[config.mk]
export PLATFORM = sky130hd
export DESIGN_NAME = mem_wb
export DESIGN_NICKNAME = d
export VERILOG_FILES = /design/src/rtl/mem_pkg.sv /design/src/rtl/mem_wb_load_align.sv /design/src/rtl/mem_wb.sv
export SDC_FILE = /design/constraint.sdc
export NUM_CORES = 1
export LEC_CHECK = 0
export CAP_MARGIN = 5
export CORE_ASPECT_RATIO = 1.5
export CORE_UTILIZATION = 32
export CTS_CLUSTER_SIZE = 20
export DETAILED_ROUTE_END_ITERATION = 8
export PLACE_DENSITY_LB_ADDON = 0.1
export RECOVER_POWER = 25
export SYNTH_ARGS = -nofsm -noshare
export SYNTH_HDL_FRONTEND = slang
export SYNTH_SLANG_ARGS = --single-unit
[constraint.sdc]
create_clock -name clk -period 2.8 [get_ports clk]
set_clock_uncertainty 0.15 [all_clocks]
set_input_delay 0.56 -clock clk [delete_from_list [all_inputs] [get_ports clk]]
set_output_delay 0.56 -clock clk [all_outputs]
set_load 0.02 [all_outputs]
[src/rtl/mem_pkg.sv]
// -----------------------------------------------------------------------------
// mem_pkg
// Shared definitions for the MEM/WB stage: funct3 encodings for loads and
// stores, the access-state enumeration, and store-lane helper functions.
//
// Access size is decoded from funct3[1:0]: 00 byte, 01 half, anything else
// is handled as a full word (this is what makes the undefined load encodings
// behave as LW).
// -----------------------------------------------------------------------------
package mem_pkg;

    localparam logic [2:0] F3_LB  = 3'b000;
    localparam logic [2:0] F3_LH  = 3'b001;
    localparam logic [2:0] F3_LW  = 3'b010;
    localparam logic [2:0] F3_LBU = 3'b100;
    localparam logic [2:0] F3_LHU = 3'b101;

    localparam logic [2:0] F3_SB  = 3'b000;
    localparam logic [2:0] F3_SH  = 3'b001;
    localparam logic [2:0] F3_SW  = 3'b010;

    typedef enum logic [0:0] {
        ST_IDLE = 1'b0,
        ST_WAIT = 1'b1
    } mem_state_e;

    // Byte-enable pattern for a store; half-words pick their lane from a[1].
    function automatic logic [3:0] store_strb(input logic [2:0] f3, input logic [1:0] a);
        logic [3:0] strb;
        case (f3[1:0])
            2'b00:   strb = 4'b0001 << a;
            2'b01:   strb = a[1] ? 4'b1100 : 4'b0011;
            default: strb = 4'b1111;
        endcase
        return strb;
    endfunction

    // Store data replicated across every lane so the strobes alone select it.
    function automatic logic [31:0] store_data(input logic [2:0] f3, input logic [31:0] d);
        logic [31:0] wd;
        case (f3[1:0])
            2'b00:   wd = {4{d[7:0]}};
            2'b01:   wd = {2{d[15:0]}};
            default: wd = d;
        endcase
        return wd;
    endfunction

    // True when the address is not naturally aligned for the access size.
    function automatic logic access_misaligned(input logic [2:0] f3, input logic [1:0] a);
        logic mis;
        case (f3[1:0])
            2'b00:   mis = 1'b0;
            2'b01:   mis = a[0];
            default: mis = (a != 2'b00);
        endcase
        return mis;
    endfunction

endpackage

[src/rtl/mem_wb_load_align.sv]
// -----------------------------------------------------------------------------
// load_align
// Combinational load-data alignment: selects the addressed byte/half lane of
// the returned bus word and sign- or zero-extends it according to funct3.
//
// Ports
//   i_rdata   32  raw data-memory read word
//   i_lane     2  byte offset within the word (alu_out[1:0])
//   i_funct3   3  load type (LB/LH/LW/LBU/LHU, others behave as LW)
//   o_data    32  aligned, extended writeback value
// -----------------------------------------------------------------------------
module load_align
    import mem_pkg::*;
(
    input  logic [31:0] i_rdata,
    input  logic [1:0]  i_lane,
    input  logic [2:0]  i_funct3,
    output logic [31:0] o_data
);

    logic [7:0]  w_byte;
    logic [15:0] w_half;

    // Lane extraction followed by extension.
    always_comb begin
        w_byte = i_rdata[{i_lane, 3'b000} +: 8];
        w_half = i_lane[1] ? i_rdata[31:16] : i_rdata[15:0];
        case (i_funct3)
            F3_LB:   o_data = {{24{w_byte[7]}}, w_byte};
            F3_LH:   o_data = {{16{w_half[15]}}, w_half};
            F3_LBU:  o_data = {24'h000000, w_byte};
            F3_LHU:  o_data = {16'h0000, w_half};
            default: o_data = i_rdata;
        endcase
    end

endmodule

[src/rtl/mem_wb.sv]
// -----------------------------------------------------------------------------
// mem_wb
// MEM stage plus registered writeback. Issues data-memory requests for loads
// and stores, stalls upstream while the bus is busy, times out after
// DM_MAX_WAIT wait cycles with a bus-error pulse, and presents the registered
// writeback result (also used as the EX forwarding source).
//
// Optional feature: define MEM_MISALIGN_CHK_EN to reject misaligned half/word
// accesses (no bus request, misaligned pulse, writeback without reg write).
// Without it, misaligned is tied low and the low address bits are ignored
// where the access size does not need them.
//
// Ports
//   clk, rst                 clock, asynchronous active-high reset
//   valid/alu_out/rs2_data   EX result, address, store data
//   mem_rd/mem_wr/funct3     access kind and size/sign
//   rd_addr/reg_wr           destination register
//   dm_*                     data-memory request/response bus
//   stall                    upstream hold (inputs stable while high)
//   bus_err/misaligned       one-cycle error pulses
//   wb_*                     registered writeback
//   fwd_*                    forwarding view of the writeback registers
// -----------------------------------------------------------------------------
module mem_wb
    import mem_pkg::*;
#(
    parameter int DM_MAX_WAIT = 15
) (
    input  logic        clk,
    input  logic        rst,
    input  logic        valid,
    input  logic [31:0] alu_out,
    input  logic [31:0] rs2_data,
    input  logic        mem_rd,
    input  logic        mem_wr,
    input  logic [2:0]  funct3,
    input  logic [4:0]  rd_addr,
    input  logic        reg_wr,
    output logic        dm_req,
    output logic        dm_we,
    output logic [31:0] dm_addr,
    output logic [3:0]  dm_wstrb,
    output logic [31:0] dm_wdata,
    input  logic [31:0] dm_rdata,
    input  logic        dm_ready,
    output logic        stall,
    output logic        bus_err,
    output logic        misaligned,
    output logic        wb_valid,
    output logic        wb_reg_wr,
    output logic [4:0]  wb_rd_addr,
    output logic [31:0] wb_data,
    output logic        fwd_valid,
    output logic [4:0]  fwd_rd_addr,
    output logic [31:0] fwd_data
);

    localparam int CNT_W = (DM_MAX_WAIT > 0) ? $clog2(DM_MAX_WAIT + 1) : 1;
    localparam logic [CNT_W-1:0] MAX_CNT = CNT_W'(DM_MAX_WAIT);

    mem_state_e       r_state;
    logic [CNT_W-1:0] r_wait_cnt;
    logic             r_wb_valid;
    logic             r_wb_reg_wr;
    logic [4:0]       r_wb_rd_addr;
    logic [31:0]      r_wb_data;
    logic             r_bus_err;
    logic             r_misaligned;

    mem_state_e       w_state_nxt;
    logic [CNT_W-1:0] w_cnt_nxt;
    logic             w_mem_op;
    logic             w_misal;
    logic             w_in_wait;
    logic             w_req;
    logic             w_done;
    logic             w_timeout;
    logic             w_pass;
    logic             w_good;
    logic             w_fire;
    logic             w_stall;
    logic             w_is_load;
    logic [31:0]      w_load_data;

    load_align u_load_align (
        .i_rdata  (dm_rdata),
        .i_lane   (alu_out[1:0]),
        .i_funct3 (funct3),
        .o_data   (w_load_data)
    );

    // Request/completion decode for the current cycle.
    always_comb begin
        w_mem_op  = valid & (mem_rd | mem_wr);
        w_in_wait = (r_state == ST_WAIT);
`ifdef MEM_MISALIGN_CHK_EN
        w_misal   = w_mem_op & ~w_in_wait & access_misaligned(funct3, alu_out[1:0]);
`else
        w_misal   = 1'b0;
`endif
        // Reset must drop the request immediately, not at the next edge.
        w_req     = ~rst & (w_in_wait | (w_mem_op & ~w_misal));
        w_done    = w_req & dm_ready;
        // The last permitted wait cycle ends the access without a response;
        // upstream is released here and the error is reported next cycle.
        w_timeout = w_req & w_in_wait & ~dm_ready & (r_wait_cnt == MAX_CNT);
        w_pass    = valid & ~w_mem_op & ~w_in_wait;
        w_good    = w_pass | w_done;
        w_fire    = w_good | w_timeout | w_misal;
        w_stall   = w_req & ~dm_ready & ~w_timeout;
        w_is_load = mem_rd & ~mem_wr;
    end

    // Access state and wait counter next-state.
    always_comb begin
        w_state_nxt = r_state;
        w_cnt_nxt   = r_wait_cnt;
        case (r_state)
            ST_IDLE: begin
                if (w_req & ~dm_ready) begin
                    w_state_nxt = ST_WAIT;
                    w_cnt_nxt   = {CNT_W{1'b0}};
                end else begin
                    w_state_nxt = ST_IDLE;
                    w_cnt_nxt   = {CNT_W{1'b0}};
                end
            end
            ST_WAIT: begin
                if (dm_ready | w_timeout) begin
                    w_state_nxt = ST_IDLE;
                    w_cnt_nxt   = {CNT_W{1'b0}};
                end else begin
                    w_state_nxt = ST_WAIT;
                    w_cnt_nxt   = r_wait_cnt + CNT_W'(1);
                end
            end
            default: begin
                w_state_nxt = ST_IDLE;
                w_cnt_nxt   = {CNT_W{1'b0}};
            end
        endcase
    end

    // State, counter and registered writeback / error pulses.
    always_ff @(posedge clk or posedge rst) begin
        if (rst) begin
            r_state      <= ST_IDLE;
            r_wait_cnt   <= {CNT_W{1'b0}};
            r_wb_valid   <= 1'b0;
            r_wb_reg_wr  <= 1'b0;
            r_wb_rd_addr <= 5'd0;
            r_wb_data    <= 32'h0000_0000;
            r_bus_err    <= 1'b0;
            r_misaligned <= 1'b0;
        end else begin
            r_state      <= w_state_nxt;
            r_wait_cnt   <= w_cnt_nxt;
            r_wb_valid   <= w_fire;
            // Faulted accesses still retire but never write the register file.
            r_wb_reg_wr  <= w_good & reg_wr & (rd_addr != 5'd0) & ~mem_wr;
            r_wb_rd_addr <= w_fire ? rd_addr : 5'd0;
            r_wb_data    <= (w_done & w_is_load) ? w_load_data :
                            (w_fire ? alu_out : 32'h0000_0000);
            r_bus_err    <= w_timeout;
            r_misaligned <= w_misal;
        end
    end

    assign dm_req      = w_req;
    assign dm_we       = w_req & mem_wr;
    assign dm_addr     = w_req ? {alu_out[31:2], 2'b00} : 32'h0000_0000;
    assign dm_wstrb    = (w_req & mem_wr) ? store_strb(funct3, alu_out[1:0]) : 4'b0000;
    assign dm_wdata    = (w_req & mem_wr) ? store_data(funct3, rs2_data) : 32'h0000_0000;
    assign stall       = w_stall;

    assign bus_err     = r_bus_err;
    assign misaligned  = r_misaligned;
    assign wb_valid    = r_wb_valid;
    assign wb_reg_wr   = r_wb_reg_wr;
    assign wb_rd_addr  = r_wb_rd_addr;
    assign wb_data     = r_wb_data;
    assign fwd_valid   = r_wb_valid & r_wb_reg_wr;
    assign fwd_rd_addr = r_wb_rd_addr;
    assign fwd_data    = r_wb_data;

endmodule

* After elaboration in Yosys (flattened, before gate mapping)
Index checks and enable logic that the tools add are counted.
** Storage, ports and cells
- Input port bits :: 111
- Output and inout bits :: 150
- Logic and storage cells :: 62
- Latch bits :: 0
- ROM bits :: 0
- Register bits after elaboration :: 45
- Memories :: 0
- RAM bits :: 0
** Cells by class
- Add/subtract/negate cells :: 1
- Reductions and logical operators :: 3
- Muxes and demuxes :: 16
- Shift-type cells :: 2
- $mul :: 0
- Bitwise operators :: 28
- Eq/ne operators :: 5
- $lt $le $gt $ge :: 0
- Div/mod/pow operators :: 0
** Operators with widths (count)
- 32-bit two-way mux :: 4
- 32-bit case mux with 4 select lines :: 1
- 32-bit case mux with 2 select lines :: 1
- 32-bit by 6-bit variable part select with 8-bit output :: 1
- 1-bit AND :: 17
- 16-bit two-way mux :: 1
- 4-bit case mux with 2 select lines :: 2
- 4-bit two-way mux :: 3
- 3-bit equality test (second input constant) :: 2
- 1-bit NOT :: 6
- 5-bit two-way mux :: 1
- 1-bit OR :: 5
- 5-bit nonzero test :: 1
- 4-bit by 1-bit adder with 4-bit output (second input constant) :: 1
- 4-bit equality test (second input constant) :: 1
- 1-bit by 2-bit left shift with 4-bit output (first input constant) :: 1
- 3-bit by 1-bit equality test with 1-bit output (second input constant) :: 1
- 3-bit zero test :: 1
- 2-bit by 1-bit equality test with 1-bit output (second input constant) :: 1
- 2-bit zero test :: 1
- 1-bit two-way mux :: 2
- 1-bit case mux with 2 select lines :: 1

* Depth between registers and ports, before layout
- Word-level depth :: 10
- Mapped depth :: 6
- Mapped depth without buffers :: 5

* Modules after synthesis
A second synthesis with hierarchy kept.
** Second synthesis, totals
- Cell total of the unflattened synthesis :: 495
- Area total of the unflattened synthesis :: 4057.6 um2
** By module, submodules not included
- mem_wb :: cells an instance 377, area each 3296.9 um2, instances 1, seq. area each 1126.1 um2
- load_align :: cells an instance 118, area each 760.7 um2, instances 1, seq. area each 0.0 um2

* Worst setup path before layout
Ideal clock, no wire load.
- Path type :: input to output
- Start point :: input rst
- End point :: output stall
- Setup slack :: -0.162 ns
- Buffers on the path :: 0
- Cell stages on the path :: 4
- Required time :: 2.090 ns
- Arrival time :: 2.252 ns
- Cell sequence :: inv_1 -> nand4_1 -> inv_1 -> nor3b_1
** On the way
- Longest elaborated chain between the ends :: 7
- Elaborated cells on any way between the ends :: 8
- Those cells by class :: bitwise (8)
** RTL lines
- start: declaration :: line mem_wb.sv:30 : input logic rst,
- 1-bit NOT :: line mem_wb.sv:102 : w_req = ~rst & (w_in_wait | (w_mem_op & ~w_misal));
- 1-bit AND :: line mem_wb.sv:102
- 1-bit AND (3 in a row) :: line mem_wb.sv:106 : w_timeout = w_req & w_in_wait & ~dm_ready & (r_wait_cnt == MAX_CNT);
- via w_timeout :: line mem_wb.sv:77 : logic w_timeout;
- 1-bit NOT :: line mem_wb.sv:110 : w_stall = w_req & ~dm_ready & ~w_timeout;
- 1-bit AND :: line mem_wb.sv:110
- end: declaration :: line mem_wb.sv:46 : output logic stall,
The timed path passes the listed nets, and every way through them passes these cells.

* Final worst setup path
- Start point :: input mem_wr
- End point :: output dm_we
** On the way
- Longest elaborated chain between the ends :: 5
** RTL lines
- start: declaration :: line mem_wb.sv:35 : input logic mem_wr,
- 1-bit OR :: line mem_wb.sv:94 : w_mem_op = valid & (mem_rd | mem_wr);
- 1-bit AND :: line mem_wb.sv:94
- 1-bit OR :: line mem_wb.sv:102
- 1-bit AND :: line mem_wb.sv:102
- 1-bit AND * :: line mem_wb.sv:170 : assign dm_we = w_req & mem_wr;
- end: declaration :: line mem_wb.sv:40 : output logic dm_we,
Mark *: on every way between the ends. The rest lies on a longest branch, timed or not.

==> impl_metrics.sql <==
INSERT INTO impl_metrics (metric_group, metric, value, unit) VALUES
('sta', 'grt_setup_unrepaired', 'false', ''),
('layout', 'most_frequent_standard_cell_in_the_layout_excluding_fill_and_tap_cells', 'sky130_fd_sc_hd__clkdlybuf4s50_1', ''),
('worst_setup_path', 'r2r_end', 'fwd_data[5]$_DFF_PP0_', ''),
('sta', 'number_of_pins_with_negative_max_slew_slack_in_the_final_report', '0', ''),
('sta', 'finalCriticalPeriod', '2.73', 'ns'),
('synth', 'synth_edf_count', '0', ''),
('synth', 'netlist_instances', '411', ''),
('worst_setup_path', 'critical_path_arrival', '2.02', 'ns'),
('layout', 'final_net_count', '757', ''),
('sta', 'max-slew-margin-rel', '0.224', ''),
('flow_run', 'cap_violations', '0', ''),
('floorplan', 'core-area', '0.0106', 'mm2'),
('clocking', 'cts_max_path_buffers', '2', ''),
('clocking', 'htree_num_levels', '2', ''),
('worst_setup_path', 'flop2flop_setup_slack', '0.80', 'ns'),
('global_routing', 'global_route.overflow_total', '0', ''),
('worst_setup_path', 'slowest_stage_cell_on_the_critical_path', 'sky130_fd_sc_hd__clkdlybuf4s50_1', ''),
('clocking', 'worst_setup_hold_path_clk_slew', '0.06', 'ns'),
('worst_setup_path', 'setup.worst_path.start_class', 'input port', ''),
('global_routing', 'grt_max_degree', '46', ''),
('power_and_ir_drop', 'pwr_per_cell_area', '352', 'mW/mm2'),
('min_path', 'worstHoldStart', 'r_wait_cnt[0]$_DFF_PP0_', ''),
('placement', 'placement.cell_area', '0.00617', 'mm2'),
('run_status', 'status', 'finished, final reports clean', ''),
('floorplan', 'io_pins', '261', ''),
('worst_setup_path', 'r2r_start', 'r_wait_cnt[0]$_DFF_PP0_', ''),
('worst_setup_path', 'critical_path.startpoint', 'mem_wr', ''),
('layout', 'design_area', '0.00604', 'mm2'),
('sta', 'fin_hold_ws', '0.322', 'ns'),
('layout', 'final_cell_mix', '178 x sky130_fd_sc_hd__clkdlybuf4s50_1, 45 x sky130_fd_sc_hd__dfrtp_1, 42 x sky130_fd_sc_hd__nor2_1, 37 x sky130_fd_sc_hd__and2_1, 36 x sky130_fd_sc_hd__clkbuf_2', ''),
('sta', 'finalHoldViolations', '0', ''),
('synth', 'synth-seq-area-share', '0.320', ''),
('layout', 'post_route_cells_drive_above_1_share', '0.197', ''),
('clocking', 'numCtsBuffers', '5', ''),
('floorplan', 'floorplan.die.height', '130', 'um'),
('worst_setup_path', 'max_stage_delay', '0.50', 'ns'),
('synth', 'yosysWarningCount', '0', ''),
('sta', 'worst_slew_pin_slew', '1.16', 'ns'),
('sta', 'final-setup-viol-count', '0', ''),
('detailed_routing', 'met2_length', '7.48', 'mm'),
('detailed_routing', 'routed_wl', '13.7', 'mm'),
('detailed_routing', 'final_antenna_net_count', '0', ''),
('synth', 'synth_async_sr_flop_share', '1.00', ''),
('global_routing', 'grt_util_all_layers', '0.234', ''),
('worst_setup_path', 'criticalPathCategory', 'in -> out', ''),
('floorplan', 'die-width', '87.6', 'um'),
('global_routing', 'grt_first_pass_wirelength', '20.1', 'mm'),
('detailed_routing', 'drt_iter0_markers', '161', ''),
('placement', 'weighted_congestion_reported_at_the_end_of_routability_driven_placement', '0.812', ''),
('detailed_routing', 'drt-vias-per-instance', '5.01', ''),
('worst_setup_path', 'r2r.worst_path.cells', '7', ''),
('synth', 'yosys_register_bits', '45', ''),
('synth', 'synth_top_flop_cell', 'sky130_fd_sc_hd__dfrtp_1', ''),
('layout', 'fillcell_total', '985', ''),
('clocking', 'cts_hold_buf', '0', ''),
('floorplan', 'placement_rows', '46', ''),
('sta', 'clock.fmax', '367', 'MHz'),
('detailed_routing', 'post_route_m1_wl', '4.66', 'mm'),
('worst_setup_path', 'cp-endpoint', 'dm_we', ''),
('synth', 'mappedNetlistArea', '0.00351', 'mm2'),
('floorplan', 'start_util', '0.330', ''),
('power_and_ir_drop', 'ir_drop', '208', 'uV'),
('worst_setup_path', 'cp_data_required_time', '2.09', 'ns'),
('layout', 'num_antenna_cells', '0', ''),
('clocking', 'post-cts-setup-buffers', '0', ''),
('clocking', 'cts_root_buf', 'sky130_fd_sc_hd__clkbuf_16', ''),
('detailed_routing', 'via_count', '3953', ''),
('power_and_ir_drop', 'leak_pwr', '2.79', 'nW'),
('synth', 'syn_area_per_cell', '8.55', 'um2'),
('floorplan', 'die_area', '0.0114', 'mm2'),
('detailed_routing', 'drc_violations_left', '0', '');
==> cells by family after synthesis <==
logic type / Yosys count / synth area share
xor+xnor: 2 / 0.00498
fa+ha+maj: 1 / 0.00356
flops: 45 / 0.320
mux: 21 / 0.0648
other cells: 1 / 0.00107
compound gates: 115 / 0.239
simple gates: 141 / 0.219
buf+inv: 85 / 0.147
==> critical path: cells and delay by family <==
family / cells / cell delay (ns)
simple gates: 1 / 0.12
buf+inv: 4 / 1.04
compound gates: 2 / 0.28
==> flip-flops by register name (all words and copies together), names as in the netlist <==
| register | count |
|---|---|
| wb_valid | 1 |
| fwd_rd_addr | 5 |
| r_state | 1 |
| wb_reg_wr | 1 |
| r_wait_cnt | 4 |
| fwd_data | 32 |
| bus_err | 1 |
==> final cells by class <==
cell class | count | area [um2] | share of cell area
repair buffers | 296 | 2620 | 0.433
multi-input cells | 283 | 1920 | 0.317
flip-flops and latches | 45 | 1130 | 0.187
well taps | 144 | 180 | 0.0299
clock buffers | 7 | 143 | 0.0236
inverters | 14 | 56.3 | 0.00933
==> cells in the mapped netlist (5+ instances only) <==
master                      count  area [um2]
sky130_fd_sc_hd__clkbuf_1      15        56.3
sky130_fd_sc_hd__o2bb2ai_1     17         149
sky130_fd_sc_hd__or3b_2         5        43.8
sky130_fd_sc_hd__nor2b_1        8        50.1
sky130_fd_sc_hd__a21oi_1       21         105
sky130_fd_sc_hd__o21ai_0       18        90.1
sky130_fd_sc_hd__buf_4         42         315
sky130_fd_sc_hd__nor2_1        43         161
sky130_fd_sc_hd__o21bai_1       6        45.0
sky130_fd_sc_hd__and2_1        37         231
sky130_fd_sc_hd__dfrtp_1       45        1130
sky130_fd_sc_hd__inv_1         14        52.6
sky130_fd_sc_hd__nand2_1       13        48.8
sky130_fd_sc_hd__a221oi_1       5        43.8
sky130_fd_sc_hd__a32o_1         6        60.1
sky130_fd_sc_hd__and3_1        10        62.6
sky130_fd_sc_hd__or3_1          7        43.8
sky130_fd_sc_hd__buf_2          8        40.0
sky130_fd_sc_hd__a22oi_1       16         120
sky130_fd_sc_hd__mux2i_1       16         160
sky130_fd_sc_hd__a21o_1        15         113
==> power by group <==
group	switching [mW]	internal (mW)	leakage (nW)
registers	0.0216	0.685	0.607
logic	0.415	0.417	2.12
clock network	0.236	0.351	0.0700
==> through the flow <==
stage / power (mW) / TNS, ns / util / instances / setup WS (ns)
after global placement: 1.58 / -23.09 / 0.579 / 782 / -0.428
after CTS: 2.16 / 0 / 0.590 / 789 / 0.00280
after global routing: 2.23 / 0 / 0.567 / 789 / 0.0105
final: 2.13 / 0 / 0.567 / 789 / 0.0740
after floorplan: 1.14 / 0 / - / 413 / 0.0290
after detailed placement: 1.59 / -24.89 / 0.579 / 782 / -0.456
==> worst min path at each step <==
stage	to	slack, ns	cells after the start
6_report	r_wait_cnt[0]$_DFF_PP0_	0.32	1
2_1_floorplan	r_wait_cnt[0]$_DFF_PP0_	0.28	1
3_3_place_gp	r_wait_cnt[0]$_DFF_PP0_	0.30	1
4_1_cts	r_wait_cnt[0]$_DFF_PP0_	0.32	1
5_1_grt	r_wait_cnt[0]$_DFF_PP0_	0.35	1
3_5_place_dp	r_wait_cnt[0]$_DFF_PP0_	0.30	1
==> what timing repair did <==
action | CTS | global route
pin swaps | 0 | 1
endpoints found under the setup margin | 69 | 67
gates resized for setup | 133 | 84
hold endpoints to repair | 0 | 0
==> metal layers <==
| metal | track usage | vias to the layer above |
|---|---|---|
| met3 | 0.0588 | 33 |
| li1 | - | 1879 |
| met2 | 0.438 | 197 |
| met4 | 0.114 | 0 |
| met1 | 0.237 | 1844 |
| met5 | 0 | - |
Power figures use the tool's default switching activity.
